## src/rtl/mem_access_unit.sv

```systemverilog
// mem_access_unit: load/store sequencer in front of word-wide data memory M.
// One request at a time; sub-word stores use read-modify-write, sub-word
// loads are lane-extracted and sign/zero extended.
module mem_access_unit #(
  parameter int MEM_ADDR_WIDTH = 8,
  parameter int ADDR_WIDTH     = 32
) (
  input  logic                  clk,
  input  logic                  rst_n,
  input  logic                  req_valid,
  output logic                  req_ready,
  input  logic [2:0]            req_op,
  input  logic [ADDR_WIDTH-1:0] req_addr,
  input  logic [31:0]           req_wdata,
  output logic                  rsp_valid,
  input  logic                  rsp_ready,
  output logic [31:0]           rsp_rdata,
  output logic                  rsp_err,
  output logic                  m_read,
  output logic                  m_write,
  output logic [ADDR_WIDTH-1:0] m_addr,
  output logic [31:0]           m_wdata,
  input  logic [31:0]           m_rdata
);

  typedef enum logic [1:0] {S_IDLE, S_READ, S_WRITE, S_RESP} state_t;
  typedef enum logic [2:0] {
    OP_LW, OP_LH, OP_LHU, OP_LB, OP_LBU, OP_SW, OP_SH, OP_SB
  } op_t;

  // Any set bit in this mask lies beyond the memory's byte range.
  localparam logic [ADDR_WIDTH-1:0] HI_MASK =
    ~((ADDR_WIDTH'(1) << (MEM_ADDR_WIDTH + 2)) - ADDR_WIDTH'(1));

  state_t      state;
  op_t         op_q;
  logic [1:0]  lane_q;
  logic [15:0] wdata_q;

  op_t         req_op_e;
  logic        misaligned;
  logic        out_of_range;
  logic [31:0] byte_shift;
  logic [31:0] half_shift;
  logic [31:0] load_data;
  logic [31:0] merged;

  assign req_op_e = op_t'(req_op);

  // Request validity checks, evaluated against the live request in IDLE.
  always_comb begin
    misaligned = 1'b0;
    case (req_op_e)
      OP_LW, OP_SW:         misaligned = (req_addr[1:0] != 2'b00);
      OP_LH, OP_LHU, OP_SH: misaligned = req_addr[0];
      default:              misaligned = 1'b0;
    endcase
    out_of_range = |(req_addr & HI_MASK);
  end

  assign byte_shift = m_rdata >> {lane_q, 3'b000};
  assign half_shift = m_rdata >> {lane_q[1], 4'b0000};

  // Lane extraction and extension of the word returned by M.
  always_comb begin
    load_data = m_rdata;
    case (op_q)
      OP_LH:   load_data = {{16{half_shift[15]}}, half_shift[15:0]};
      OP_LHU:  load_data = {16'h0000, half_shift[15:0]};
      OP_LB:   load_data = {{24{byte_shift[7]}}, byte_shift[7:0]};
      OP_LBU:  load_data = {24'h000000, byte_shift[7:0]};
      default: load_data = m_rdata;
    endcase
  end

  // Read-modify-write merge: replace only the addressed lane of the word.
  always_comb begin
    merged = m_rdata;
    if (op_q == OP_SH) begin
      merged[{lane_q[1], 4'b0000} +: 16] = wdata_q;
    end else if (op_q == OP_SB) begin
      merged[{lane_q, 3'b000} +: 8] = wdata_q[7:0];
    end
  end

  // Sequencer FSM; all core- and memory-facing outputs are registered here.
  always_ff @(posedge clk or negedge rst_n) begin
    if (!rst_n) begin
      state     <= S_IDLE;
      op_q      <= OP_LW;
      lane_q    <= '0;
      wdata_q   <= '0;
      req_ready <= 1'b1;
      rsp_valid <= 1'b0;
      rsp_rdata <= '0;
      rsp_err   <= 1'b0;
      m_read    <= 1'b0;
      m_write   <= 1'b0;
      m_addr    <= '0;
      m_wdata   <= '0;
    end else begin
      case (state)
        S_IDLE: begin
          if (req_valid) begin
            op_q      <= req_op_e;
            lane_q    <= req_addr[1:0];
            wdata_q   <= req_wdata[15:0];
            req_ready <= 1'b0;
            rsp_rdata <= '0;
            rsp_err   <= 1'b0;
            if (misaligned || out_of_range) begin
              rsp_err   <= 1'b1;
              rsp_valid <= 1'b1;
              state     <= S_RESP;
            end else begin
              m_addr <= {req_addr[ADDR_WIDTH-1:2], 2'b00};
              if (req_op_e == OP_SW) begin
                m_wdata <= req_wdata;
                m_write <= 1'b1;
                state   <= S_WRITE;
              end else begin
                m_read <= 1'b1;
                state  <= S_READ;
              end
            end
          end
        end
        S_READ: begin
          m_read <= 1'b0;
          if (op_q == OP_SH || op_q == OP_SB) begin
            m_wdata <= merged;
            m_write <= 1'b1;
            state   <= S_WRITE;
          end else begin
            rsp_rdata <= load_data;
            rsp_valid <= 1'b1;
            state     <= S_RESP;
          end
        end
        S_WRITE: begin
          m_write   <= 1'b0;
          rsp_valid <= 1'b1;
          state     <= S_RESP;
        end
        S_RESP: begin
          if (rsp_ready) begin
            rsp_valid <= 1'b0;
            req_ready <= 1'b1;
            state     <= S_IDLE;
          end
        end
        default: state <= S_IDLE;
      endcase
    end
  end

endmodule

```

## config.mk

```make
export PLATFORM = sky130hd
export DESIGN_NAME = mem_access_unit
export DESIGN_NICKNAME = d
export VERILOG_FILES = /design/src/rtl/mem_access_unit.sv
export SDC_FILE = /design/constraint.sdc
export NUM_CORES = 1
export LEC_CHECK = 0
export BUFFER_PORTS_ARGS = -buffer_cell sky130_fd_sc_hd__clkbuf_2
export CAP_MARGIN = 30
export CORE_ASPECT_RATIO = 2
export CORE_MARGIN = 2
export CORE_UTILIZATION = 50
export CTS_BUF_LIST = sky130_fd_sc_hd__clkbuf_2 sky130_fd_sc_hd__clkbuf_4 sky130_fd_sc_hd__clkbuf_8
export CTS_CLUSTER_SIZE = 20
export DETAILED_ROUTE_END_ITERATION = 8
export PLACE_DENSITY = 0.77
export SLEW_MARGIN = 0
export SYNTH_ARGS = -nofsm -noshare
export SYNTH_HDL_FRONTEND = slang
export SYNTH_SLANG_ARGS = --single-unit
export TNS_END_PERCENT = 30
```

## constraint.sdc

```tcl
create_clock -name clk -period 4.4 [get_ports clk]
set_input_delay 0.88 -clock clk [delete_from_list [all_inputs] [get_ports clk]]
set_output_delay 0.88 -clock clk [all_outputs]
set_load 0.005 [all_outputs]
```

==> metrics.md <==
| Metric | Value |
|---|---|
| Status | `finished, final reports clean` |
| Ys async rst share | `100%` |
| DR WL/cell | `about 18 um` |
| Placed Cells | `approximately 1100` |
| Worst IR Drop VDD | `0.351 mV` |
| Max Slew Vio Count | `0` |
| Post-synth cell types | `58` |
| H-tree depth | `4` |
| Initial Utilization | `51.0%` |
| Reg-to-reg startpoint | `lane_q[0]` |
| #FFs+latches synth | `122` |
| Die height | `172 um` |
| Die width | `88.2 um` |
| Clk buf depth | `2` |
| CTS tree | `yes` |
| CP Launch Point | `lane_q[0]` |
| Final Cycle Share | `62.6%` |
| Largest net degree at the start of global routing | `71` |
| Crit path max-delay family | `simple AND/OR/NAND/NOR gates` |
| Crit-path max FO | `11` |
| Pwr Total | `approximately 5.7 mW` |
| Multi-input logic area | `0.00354 mm2` |
| WL final | `20700 um` |
| Hold Buf Count CTS | `0` |
| Total number of vias | `6447` |
| RD Place Congestion | `about 1` |
| Min-delay worst type | `input port to asynchronous set/reset pin` |
| CP Launch Type | `register` |
| Post-Synthesis Cells | `744` |
| Critical-path top delay cell | `nor3b_1` |
| Crit path kind | `register to register` |
| GRT overflow | `0` |
| Hold Vio Cnt, Final | `0` |
| I/O pin total | `just over 200` |
| Dpl hpwl | `15200 um` |
| Worst Tran Pin Value | `between 0.9 and 1 ns` |
| Fin util | `61.6%` |
| Post-Layout Inst Area | `around 0.0086 mm2` |
| Dpl cell area | `0.00814 mm2` |
| Total Routing Usage GR | `27.6%` |
| Global-route wire length before repair | `between 30000 and 40000 um` |
| Critical path depth in cells | `6` |
| Vias/cell | `5.74` |
| R2r setup slk | `1.65 ns` |
| Number of fill cells | `1277` |
| Leading area contributor after synthesis | `dfrtp_1` |
| Max-Cap Viols | `0` |
| Commonest non-fill, non-tap cell in the layout | `clkbuf_2` |
| Vias in the first global route | `6240` |
| Sequential Area | `roughly 0.0031 mm2` |
| TritonCTS Buffers | `17` |
| PostCTS Resize Cnt | `0` |
| Synth warn | `0` |
| Power per cell area | `between 600 and 700 mW/mm2` |
| FF-to-FF End | `m_wdata[13]` |
| Core Region | `0.0139 mm2` |
| Synthesized cell area | `0.00709 mm2` |
| Post-Layout Cell Count | `approximately 1100` |
| Share of layout cells above drive strength 1 | `36.4%` |
| Crit-path max cell delay | `about 0.75 ns` |
| CTS clock-pin slew for the worst setup and hold paths | `0.08 ns` |
| Crit path DAT | `3.15 ns` |
| Critical path endpoint | `m_wdata[13]` |
| Leakage | `between 4 and 5 nW` |
| Cells on worst reg2reg path | `6` |
| Clock latency on the worst-skew pair | `0.45 ns` |
| DR iter-0 viols | `413` |
| ANT cells | `0` |
| Area growth from synthesis to layout | `20.6%` |
| Cells taking the most area after synthesis | `dfrtp_1, mux2_2, o21ai_0` |
| CTS Sinks | `122` |
| Commonest cells after routing, fill and taps aside | `clkbuf_2, dfrtp_1, mux2_2` |
| Fmax | `0.363 GHz` |
| Setup TNS | `0 ns` |
| Row cnt | `61` |
| Cell breakdown of the critical path | `inv_1, ha_1, nor3b_1, a31oi_1, o221ai_1, mux2_2` |
| Register area share after synthesis | `43.1%` |
| Fin crit period | `2.75 ns` |
| TritonRoute pass-1 iters | `5` |
| Post-route antenna net violation count | `0` |
| Buf/Inv on CP | `1` |
| Clock root cell | `clkbuf_8` |
| Post-synthesis average cell area | `9.53 um2` |
| Post-synth EDFFs | `0` |
| Final nets | `1034` |
| Worst Setup End Kind | `register` |
| Top cell type's share of synthesized area | `42.7%` |
| RSZ-0062 raised after global routing | `false` |
| Port bufs | `201` |
| Final setup viols | `0` |
| Rel. slew slack | `33.5%` |
| CP required | `around 4.8 ns` |
| Main flop type after synthesis | `dfrtp_1` |
| DRC Markers | `0` |
| DIE AREA | `0.0152 mm2` |
| Antenna violations before repair | `0` |
| Clk_skew | `0.0112 ns` |
| Post CTS Setup Buffer Count | `0` |
sequential cells by signal (all words and copies together), names as in the netlist:
signal and flops:
m_wdata 32, rsp_rdata 32, m_addr 30, wdata_q 16
op_q 3, lane_q 2, state 2, m_read 1
m_write 1, req_ready 1, rsp_err 1, rsp_valid 1
cell families after synthesis:
group	after synthesis	share of synthesized area [%]
AND/OR/NAND/NOR	229	15.9
AO/OA/AOI/OAI	189	17.5
flip-flops	122	43.1
buffers and inverters	103	7.24
multiplexers	88	14.3
adder cells (fa/ha/maj)	9	1.59
XOR/XNOR	3	0.371
other	1	0.0529
power breakdown:
| group | internal [mW] | switching (mW) |
|---|---|---|
| Combinational | 1.24 | 1.55 |
| Clock | 0.583 | 0.460 |
| Sequential | 1.53 | 0.363 |
| Total | 3.35 | 2.37 |
stage by stage:
stage / hold WS (ns) / worst slack (ns)
floorplan: 0.462 / 1.93
global placement: 0.461 / 1.48
detailed placement: 0.470 / 1.41
CTS: 0.487 / 1.75
global route: 0.512 / 1.59
finish: 0.473 / 1.65
cell usage after synthesis (4+ instances only):
library cell	count
o221ai_1	32
nand4_1	4
nor4_1	6
mux2_2	78
nor2b_1	23
and2_1	30
a32o_1	7
o21ai_0	56
nand3_1	41
nand2_1	56
ha_1	9
buf_2	13
clkbuf_1	24
dfrtp_1	121
o21ai_1	8
a22o_1	7
a31oi_1	41
nor3_1	8
nor3b_1	4
mux2_4	7
clkbuf_8	5
a21oi_1	21
nor2_1	48
inv_1	48
layer usage:
layer	global-route usage [%]	vias up	part of all wire, %
met5	0	-	0
met4	16.6	0	5.9
met3	6.06	70	5.9
met2	47.5	275	52
li1	-	3020	-
met1	30.3	3082	36
how the worst min path moves through the flow:
stage	to	cells after the start
CTS	rsp_rdata[22]	2
detailed placement	rsp_rdata[22]	2
floorplan	wdata_q[10]	2
global route	rsp_rdata[10]	2
global placement	rsp_rdata[21]	2
finish	rsp_rdata[15]	1
cell type report:
| class | count | share of cell area [%] |
|---|---|---|
| tap | 189 | 2.77 |
| inverter | 48 | 2.11 |
| clock inverter | 12 | 1.74 |
| multi-input combinational | 520 | 41.4 |
| clock buffer | 20 | 3.07 |
| timing repair buffer | 213 | 13.2 |
| sequential | 122 | 35.7 |
Note: power is estimated with default switching activity, not from simulation.
